===== config.mk =====
export PLATFORM = sky130hd
export DESIGN_NAME = nes_inv_pipe
export DESIGN_NICKNAME = d
export VERILOG_FILES = /design/src/rtl/nes_inv_pipe.sv
export SDC_FILE = /design/constraint.sdc
export NUM_CORES = 1
export LEC_CHECK = 0
export ABC_AREA = 1
export CORE_MARGIN = 2
export CORE_UTILIZATION = 51
export CTS_CLUSTER_DIAMETER = 30
export DETAILED_ROUTE_END_ITERATION = 8
export PLACE_DENSITY_LB_ADDON = 0.15
export SYNTH_ARGS = -nofsm -noshare
export SYNTH_HDL_FRONTEND = slang
export SYNTH_SLANG_ARGS = --single-unit

===== constraint.sdc =====
create_clock -name clk -period 2.7 [get_ports clk]
set_input_delay 0.54 -clock clk [delete_from_list [all_inputs] [get_ports clk]]
set_output_delay 0.54 -clock clk [all_outputs]
set_load 0.005 [all_outputs]

===== src/rtl/nes_inv_pipe.sv =====
// nes_inv_pipe: per-beat transform (pass / invert / XOR mask / mute) followed
// by an elastic valid/ready register pipeline, with a delivered-beat counter.
module nes_inv_pipe #(
  parameter int DW     = 3,
  parameter int STAGES = 2
) (
  input  logic          clk,
  input  logic          rst,
  input  logic          cfg_we,
  input  logic [DW-1:0] cfg_mask,
  input  logic [1:0]    mode,
  input  logic          in_vld,
  output logic          in_rdy,
  input  logic [DW-1:0] in_dat,
  output logic          out_vld,
  input  logic          out_rdy,
  output logic [DW-1:0] out_dat,
  output logic [15:0]   beat_cnt
);

  logic [DW-1:0]     mask_q;
  logic [DW-1:0]     in_xf;
  logic [STAGES-1:0] v;
  logic [STAGES-1:0] open;
  logic [DW-1:0]     d [STAGES];

  // Mask register; all ones out of reset so mode 2 behaves like the legacy inverter.
  always_ff @(posedge clk or posedge rst) begin
    if (rst) mask_q <= '1;
    else if (cfg_we) mask_q <= cfg_mask;
  end

  // Transform applied at stage-0 entry; mode and mask are bound here, per beat.
  always_comb begin
    in_xf = '0;
    unique case (mode)
      2'd0:    in_xf = in_dat;
      2'd1:    in_xf = ~in_dat;
      2'd2:    in_xf = in_dat ^ mask_q;
      default: in_xf = '0;
    endcase
  end

  // Ready chain: stage i is open if any stage from i downstream is empty or the
  // sink accepts. Depends only on v and out_rdy, never on in_vld.
  always_comb begin
    open = '0;
    for (int i = 0; i < STAGES; i++) begin
      open[i] = out_rdy;
      for (int j = i; j < STAGES; j++) begin
        if (!v[j]) open[i] = 1'b1;
      end
    end
  end

  // Pipeline registers; data only moves with a valid beat so idle stages hold.
  always_ff @(posedge clk or posedge rst) begin
    if (rst) begin
      v <= '0;
      for (int i = 0; i < STAGES; i++) d[i] <= '0;
    end else begin
      if (open[0]) begin
        v[0] <= in_vld;
        if (in_vld) d[0] <= in_xf;
      end
      for (int i = 1; i < STAGES; i++) begin
        if (open[i]) begin
          v[i] <= v[i-1];
          if (v[i-1]) d[i] <= d[i-1];
        end
      end
    end
  end

  // Delivered-beat counter, wraps modulo 2^16.
  always_ff @(posedge clk or posedge rst) begin
    if (rst) beat_cnt <= '0;
    else if (out_vld && out_rdy) beat_cnt <= beat_cnt + 16'd1;
  end

  assign in_rdy  = open[0];
  assign out_vld = v[STAGES-1];
  assign out_dat = d[STAGES-1];

endmodule


==> insert_results.sql, run 1 <==
INSERT INTO impl_metrics (metric_group, metric, value, unit) VALUES
('status', 'outcome', 'complete, no violations', ''),
('timing', 'timing.final.crit_share', '86.6', '%'),
('final_layout', 'areaGrowthSynthToFinish', '28.5', '%'),
('floorplan', 'placeable_core_area', '2480', 'µm²'),
('timing', 'fin_setup_tns', '0', 'ps'),
('critical_path', 'cpPeakStageDelay', '540', 'ps'),
('clock_network', 'cts_buffers', '3', ''),
('drt', 'drtAntennaViolNets', '0', ''),
('critical_path', 'ff2ff_setup_slack', '1420', 'ps'),
('synthesis', 'synthAdderAreaFrac', '0.940', '%'),
('clock_network', 'worst_setup_hold_path_clk_slew', '140', 'ps'),
('clock_network', 'htree_num_levels', '1', ''),
('clock_network', 'cts_buffer_depth', '2', ''),
('clock_network', 'cts.root.buffer_cell', 'sky130_fd_sc_hd__clkbuf_4', ''),
('critical_path', 'critical_path_class', 'input port to output port', ''),
('synthesis', 'synth_area', '1330', 'µm²'),
('final_layout', 'drive_above_1_share', '13.3', '%'),
('power_and_ir_drop', 'power.net_switching', '0.299', 'mW'),
('final_layout', 'layout.core_utilization', '69.0', '%'),
('global_routing', 'groute.layer.met2.usage', '33.1', '%'),
('drt', 'detail_route.vias_per_cell', '4.96', ''),
('critical_path', 'crit_buf_inv', '3', ''),
('hold_path', 'timing.hold.worst.start', 'd[4]$_DFFE_PP0P_', ''),
('critical_path', 'r2r_cells', '6', ''),
('drt', 'route.vias.total', '1007', ''),
('drt', 'post-route-drc-count', '0', ''),
('synthesis', 'synth.lib_cells_used.distinct', '20', ''),
('power_and_ir_drop', 'power.total', '1.01', 'mW'),
('clock_network', 'postCtsResizedCells', '0', ''),
('critical_path', 'kind_of_launch_point_of_the_worst_setup_path', 'input port', ''),
('global_routing', 'grt_pass1_vias', '915', ''),
('critical_path', 'cp_common_cell', 'sky130_fd_sc_hd__clkdlybuf4s50_1', ''),
('floorplan', 'start_util', '53.7', '%'),
('hold_path', 'hold_class', 'flip-flop to flip-flop', ''),
('synthesis', 'yosys_register_bits', '27', ''),
('clock_network', 'cts.repair_timing.setup_buffer_count', '0', ''),
('floorplan', 'num_io_pins', '34', ''),
('timing', 'max_freq', '428', 'MHz'),
('synthesis', 'muxShareOfSynthArea', '5.08', '%'),
('critical_path', 'critical_path.reg2reg.startpoint', 'beat_cnt[1]$_DFFE_PP0P_', ''),
('floorplan', 'dieArea', '3030', 'µm²'),
('critical_path', 'cp_data_arrival_time', '1800', 'ps'),
('power_and_ir_drop', 'vdd.ir_drop.worst', '0.451', 'mV'),
('synthesis', 'post_synth_and_or_nand_nor_area_fraction', '24.6', '%'),
('power_and_ir_drop', 'power.share.sequential', '54.5', '%'),
('synthesis', 'yosysSeqAreaShare', '51.0', '%'),
('critical_path', 'critical_path.cell_chain', 'clkdlybuf4s50_1, inv_1, nand3_1, clkdlybuf4s50_1', ''),
('drt', 'initialDrtViolationCount', '7', ''),
('synthesis', 'ys.warnings.count', '0', ''),
('global_routing', 'global_route_wire_length_before_repair', '3760', 'µm'),
('power_and_ir_drop', 'p_clk_share', '16.7', '%'),
('flow_run', 'max-cap-violations', '0', ''),
('timing', 'timing.final.setup_violations', '0', ''),
('global_routing', 'antenna_found_initial', '0', ''),
('critical_path', 'crit_path_top_delay_cell', 'sky130_fd_sc_hd__clkdlybuf4s50_1', ''),
('clock_network', 'tritoncts', 'done', ''),
('drt', 'drt-wirelength-per-cell', '11.7', 'µm'),
('clock_network', 'hold_buffers', '0', ''),
('synthesis', 'postSynthCellCount', '138', ''),
('critical_path', 'critPathTopFamily', 'buffers and inverters', ''),
('hold_path', 'end_point_of_the_most_critical_hold_path', 'd[4]$_DFFE_PP0P_', ''),
('global_routing', 'grt.met1_usage', '19.7', '%'),
('timing', 'hold_violations', '0', ''),
('place', 'gp_routability_congestion', '0.768', ''),
('place', 'portBuffers', '33', ''),
('timing', 'slew_headroom', '77.3', '%'),
('drt', 'first_pass_iters', '4', ''),
('power_and_ir_drop', 'static-leakage-power', '0.841', 'nW'),
('synthesis', 'main_combinational_cell_family_by_area_after_synthesis', 'simple AND/OR/NAND/NOR gates', ''),
('timing', 'worst_slew_pin_slew', '340', 'ps'),
('floorplan', 'die_w', '55.1', 'µm');
cell type report:
cell class	instances	area, µm²
clock buffers	4	26.3
fillers	216	767
inverters	17	63.8
multi-input cells	91	566
flip-flops and latches	27	679
well taps	30	37.5
repair buffers	34	338
worst max path at each step:
stage / depth (start not counted) / endpoint / start
final: 4 / in_rdy / out_rdy
after floorplan: 2 / in_rdy / out_rdy
after global routing: 4 / in_rdy / out_rdy
after global placement: 4 / in_rdy / out_rdy
after detailed placement: 4 / in_rdy / out_rdy
after CTS: 4 / in_rdy / out_rdy
cells in the mapped netlist:
cell | count | area (µm²)
sky130_fd_sc_hd__a21oi_1 | 3 | 15.0
sky130_fd_sc_hd__buf_4 | 3 | 22.5
sky130_fd_sc_hd__dfrtp_1 | 24 | 601
sky130_fd_sc_hd__dfstp_2 | 3 | 78.8
sky130_fd_sc_hd__ha_1 | 1 | 12.5
sky130_fd_sc_hd__inv_1 | 17 | 63.8
sky130_fd_sc_hd__mux2_2 | 6 | 67.6
sky130_fd_sc_hd__nand2_1 | 33 | 124
sky130_fd_sc_hd__nand2_4 | 3 | 33.8
sky130_fd_sc_hd__nand3_1 | 6 | 30.0
sky130_fd_sc_hd__nand3_2 | 2 | 20.0
sky130_fd_sc_hd__nand4_1 | 3 | 18.8
sky130_fd_sc_hd__nor2_1 | 11 | 41.3
sky130_fd_sc_hd__nor2_2 | 1 | 6.26
sky130_fd_sc_hd__nor2_4 | 3 | 33.8
sky130_fd_sc_hd__nor2_8 | 1 | 20.0
sky130_fd_sc_hd__o21ai_0 | 3 | 15.0
sky130_fd_sc_hd__o21ai_1 | 1 | 5.00
sky130_fd_sc_hd__xnor2_1 | 8 | 70.1
sky130_fd_sc_hd__xor2_1 | 6 | 52.6
metal layers:
metal | part of all wire, % | wire length [µm]
met1 | 41 | 973
met2 | 54 | 1270
met3 | 5.0 | 120
met4 | 0.50 | 12
met5 | 0 | 0
power by group through the flow:
stage	logic (mW)	registers [mW]	clock network (mW)
6_report	0.292	0.553	0.170
5_1_grt	0.324	0.564	0.195
4_1_cts	0.298	0.555	0.180
3_5_place_dp	0.297	0.564	0
3_3_place_gp	0.290	0.558	0
2_1_floorplan	0.153	0.552	0
worst register-to-register path, cell delays in order, from the launching register on:
cell and delay [ps]:
sky130_fd_sc_hd__dfrtp_1 450, sky130_fd_sc_hd__ha_1 210, sky130_fd_sc_hd__nand3_2 100, sky130_fd_sc_hd__nor2_4 140
sky130_fd_sc_hd__nand3_2 110, sky130_fd_sc_hd__o21ai_1 140, sky130_fd_sc_hd__nand2_1 60
logic make-up after synthesis:
logic type | count (synthesis)
flip-flops | 27
AND/OR/NAND/NOR | 63
adder cells (fa/ha/maj) | 1
multiplexers | 6
XOR/XNOR | 14
buffers and inverters | 20
AO/OA/AOI/OAI | 7
sequential cells by signal (all words and copies together) (netlist names):
name      flops
beat_cnt     16
d             3
mask_q        3
out_dat       3
v             2
per-stage QoR:
step	cells	setup WS [ps]	area, µm²
after floorplan	138	1460	1330
after detailed placement	199	362	1680
after global placement	199	360	1680
after global routing	203	305	1710
after CTS	203	351	1710
final	203	362	1710
cells in the final DEF, fill, tap and decap left out, drive strengths merged:
cell            n
nand2          36
nand4           3
a21oi           3
ha              1
dfstp           3
xnor2           8
clkbuf          4
nand3           8
dfrtp          24
clkdlybuf4s50  33
nor2           16
mux2            6
buf             1
xor2            6
inv            17
o21ai           4
No activity file was read; power rests on OpenSTA's default activity.
==> run 2: changes to the inputs <==
--- a/config.mk
+++ b/config.mk
@@ -6,11 +6,12 @@
 export NUM_CORES = 1
 export LEC_CHECK = 0
 export ABC_AREA = 1
+export CAP_MARGIN = 20
 export CORE_MARGIN = 2
 export CORE_UTILIZATION = 51
 export CTS_CLUSTER_DIAMETER = 30
 export DETAILED_ROUTE_END_ITERATION = 8
-export PLACE_DENSITY_LB_ADDON = 0.15
+export PLACE_DENSITY = 0.89
 export SYNTH_ARGS = -nofsm -noshare
 export SYNTH_HDL_FRONTEND = slang
 export SYNTH_SLANG_ARGS = --single-unit
==> run 2 against run 1 <==
  * Final cell count unchanged
  * Total power grew 0.58%
  * First-iteration DRC count increased by 29%
  * Clock power about the same
  * Setup slack better by 9.9 ps
  * Combinational power up 2%
  * Largest power group unchanged
  * Highest routed layer unchanged
==> insert_results.sql, run 2 (synthesized netlist as in run 1, its figures left out) <==
INSERT INTO impl_metrics (metric_group, metric, value, unit) VALUES
('global_routing', 'global_route_wire_length_before_repair', '4040', 'µm'),
('hold_path', 'hold_class', 'flip-flop to flip-flop', ''),
('clock_network', 'cts_buffers', '3', ''),
('final_layout', 'most-common-layout-cells', 'sky130_fd_sc_hd__nand2_1, sky130_fd_sc_hd__clkdlybuf4s50_1, sky130_fd_sc_hd__dfrtp_1', ''),
('drt', 'post-route-drc-count', '0', ''),
('timing', 'worst_slew_pin_slew', '336', 'ps'),
('floorplan', 'dieArea', '3030', 'µm²'),
('timing', 'fin_setup_tns', '0', 'ps'),
('status', 'outcome', 'complete, no violations', ''),
('final_layout', 'largest_reg_flops', '16', ''),
('critical_path', 'critical_path_class', 'input port to output port', ''),
('drt', 'drtAntennaViolNets', '0', ''),
('final_layout', 'num-nets-final', '188', ''),
('floorplan', 'chipHeight', '55.1', 'µm'),
('timing', 'timing.final.crit_share', '86.2', '%'),
('place', 'dp_slack', '383', 'ps'),
('floorplan', 'num_io_pins', '34', ''),
('timing', 'clock_skew', '2.46', 'ps'),
('clock_network', 'tritoncts', 'done', ''),
('power_and_ir_drop', 'static-leakage-power', '0.841', 'nW'),
('critical_path', 'cp_data_arrival_time', '1790', 'ps'),
('power_and_ir_drop', 'cellPowerDensity', '597', 'nW/µm²'),
('clock_network', 'postCtsResizedCells', '0', ''),
('timing', 'max_freq', '429', 'MHz'),
('clock_network', 'hold_buffers', '0', ''),
('critical_path', 'critPathRequiredTime', '2160', 'ps'),
('timing', 'min_setup_slack_post_route', '372', 'ps'),
('place', 'gp_routability_congestion', '0.806', ''),
('clock_network', 'worst_setup_hold_path_clk_slew', '130', 'ps'),
('place', 'post-dp-hpwl', '1960', 'µm'),
('clock_network', 'worst_skew_pair.late_latency', '320', 'ps'),
('final_layout', 'num_antenna_cells', '0', ''),
('global_routing', 'grt_pass1_vias', '991', ''),
('floorplan', 'die_w', '55.1', 'µm'),
('timing', 'final_max_slew_viol_count', '0', ''),
('timing', 'layout_min_cycle_time', '2330', 'ps'),
('global_routing', 'grt_util_all_layers', '18.6', '%'),
('final_layout', 'final-seq-area', '679', 'µm²'),
('clock_network', 'cts_buffer_depth', '2', ''),
('place', 'dpl-instance-area', '1680', 'µm²'),
('floorplan', 'start_util', '53.7', '%'),
('critical_path', 'kind_of_launch_point_of_the_worst_setup_path', 'input port', ''),
('global_routing', 'grt_overflow', '0', ''),
('floorplan', 'placeable_core_area', '2480', 'µm²'),
('timing', 'slew_headroom', '77.6', '%'),
('power_and_ir_drop', 'power.total', '1.02', 'mW'),
('final_layout', 'finalInstanceArea', '1710', 'µm²'),
('timing', 'timing.final.setup_violations', '0', ''),
('final_layout', 'fill_cells', '199', ''),
('final_layout', 'multi_input_gate_area', '566', 'µm²'),
('final_layout', 'max_flop_register', 'beat_cnt', ''),
('power_and_ir_drop', 'vdd.ir_drop.worst', '0.473', 'mV'),
('global_routing', 'antenna_found_initial', '0', ''),
('drt', 'route.vias.total', '997', ''),
('critical_path', 'cp_max_fo', '4', ''),
('drt', 'first_pass_iters', '4', ''),
('floorplan', 'fp-row-count', '18', ''),
('timing', 'setup_repair_after_global_routing_missed_its_margin', 'no', ''),
('drt', 'totalWireLength', '2400', 'µm'),
('clock_network', 'cts.repair_timing.setup_buffer_count', '0', ''),
('clock_network', 'cts_sink_count', '27', ''),
('clock_network', 'htree_num_levels', '1', ''),
('flow_run', 'max-cap-violations', '0', ''),
('global_routing', 'maximum_number_of_pins_on_one_net_before_global_route_repair', '28', ''),
('drt', 'initialDrtViolationCount', '9', ''),
('final_layout', 'areaGrowthSynthToFinish', '28.5', '%'),
('drt', 'detail_route.vias_per_cell', '4.91', ''),
('place', 'portBuffers', '33', ''),
('final_layout', 'drive_above_1_share', '13.3', '%'),
('drt', 'drt-wirelength-per-cell', '11.8', 'µm'),
('critical_path', 'crit_path_end_kind', 'output port', ''),
('timing', 'hold_violations', '0', ''),
('clock_network', 'cts.root.buffer_cell', 'sky130_fd_sc_hd__clkbuf_4', '');
==> run 2: per-layer routing <==
layer,track usage [%],part of all wire [%],vias to the layer above
met5,0,0,-
met4,7.72,2.4,0
met3,3.23,4.5,6
met2,32.1,52,31
met1,22.8,41,460
li1,-,-,500
==> run 2: cell type report <==
type                    count  area share, %
inverters                  17           3.73
flip-flops and latches     27           39.7
clock buffers               4           1.54
multi-input cells          91           33.1
repair buffers             34           19.8
well taps                  30           2.19
==> run 2: path summary, 6_finish.rpt <==
path | from | endpoint | slack [ps] | cells after the start
setup / recovery | out_rdy | in_rdy | 370 | 4
hold / removal | d[4]$_DFFE_PP0P_ | d[4]$_DFFE_PP0P_ | 500 | 2
min in group asynchronous | rst | beat_cnt[3]$_DFFE_PP0P_ | 570 | 3
max in group asynchronous | rst | mask_q[1]$_DFFE_PP1P_ | 1840 | 3
hold reg to reg | d[4]$_DFFE_PP0P_ | d[4]$_DFFE_PP0P_ | 500 | 2
setup reg to reg | beat_cnt[1]$_DFFE_PP0P_ | beat_cnt[12]$_DFFE_PP0P_ | 1390 | 6
==> run 2: power breakdown <==
group / leakage, nW / switching, mW / internal, mW
Clock: 0.0150 / 0.111 / 0.0578
Combinational: 0.491 / 0.119 / 0.178
Sequential: 0.335 / 0.0750 / 0.480
==> run 2: worst max-delay path, stage by stage <==
cell                              delay [ps]
sky130_fd_sc_hd__clkdlybuf4s50_1         520
sky130_fd_sc_hd__inv_1                    70
sky130_fd_sc_hd__nand3_1                 130
sky130_fd_sc_hd__clkdlybuf4s50_1         520
==> run 2: stage by stage <==
stage | hold slack [ps] | instances | util [%]
finish | 501 | 203 | 69.0
global route | 539 | 203 | 69.0
CTS | 509 | 203 | 69.0
detailed placement | 476 | 199 | 68.0
global placement | 477 | 199 | 68.0
floorplan | 449 | 138 | -
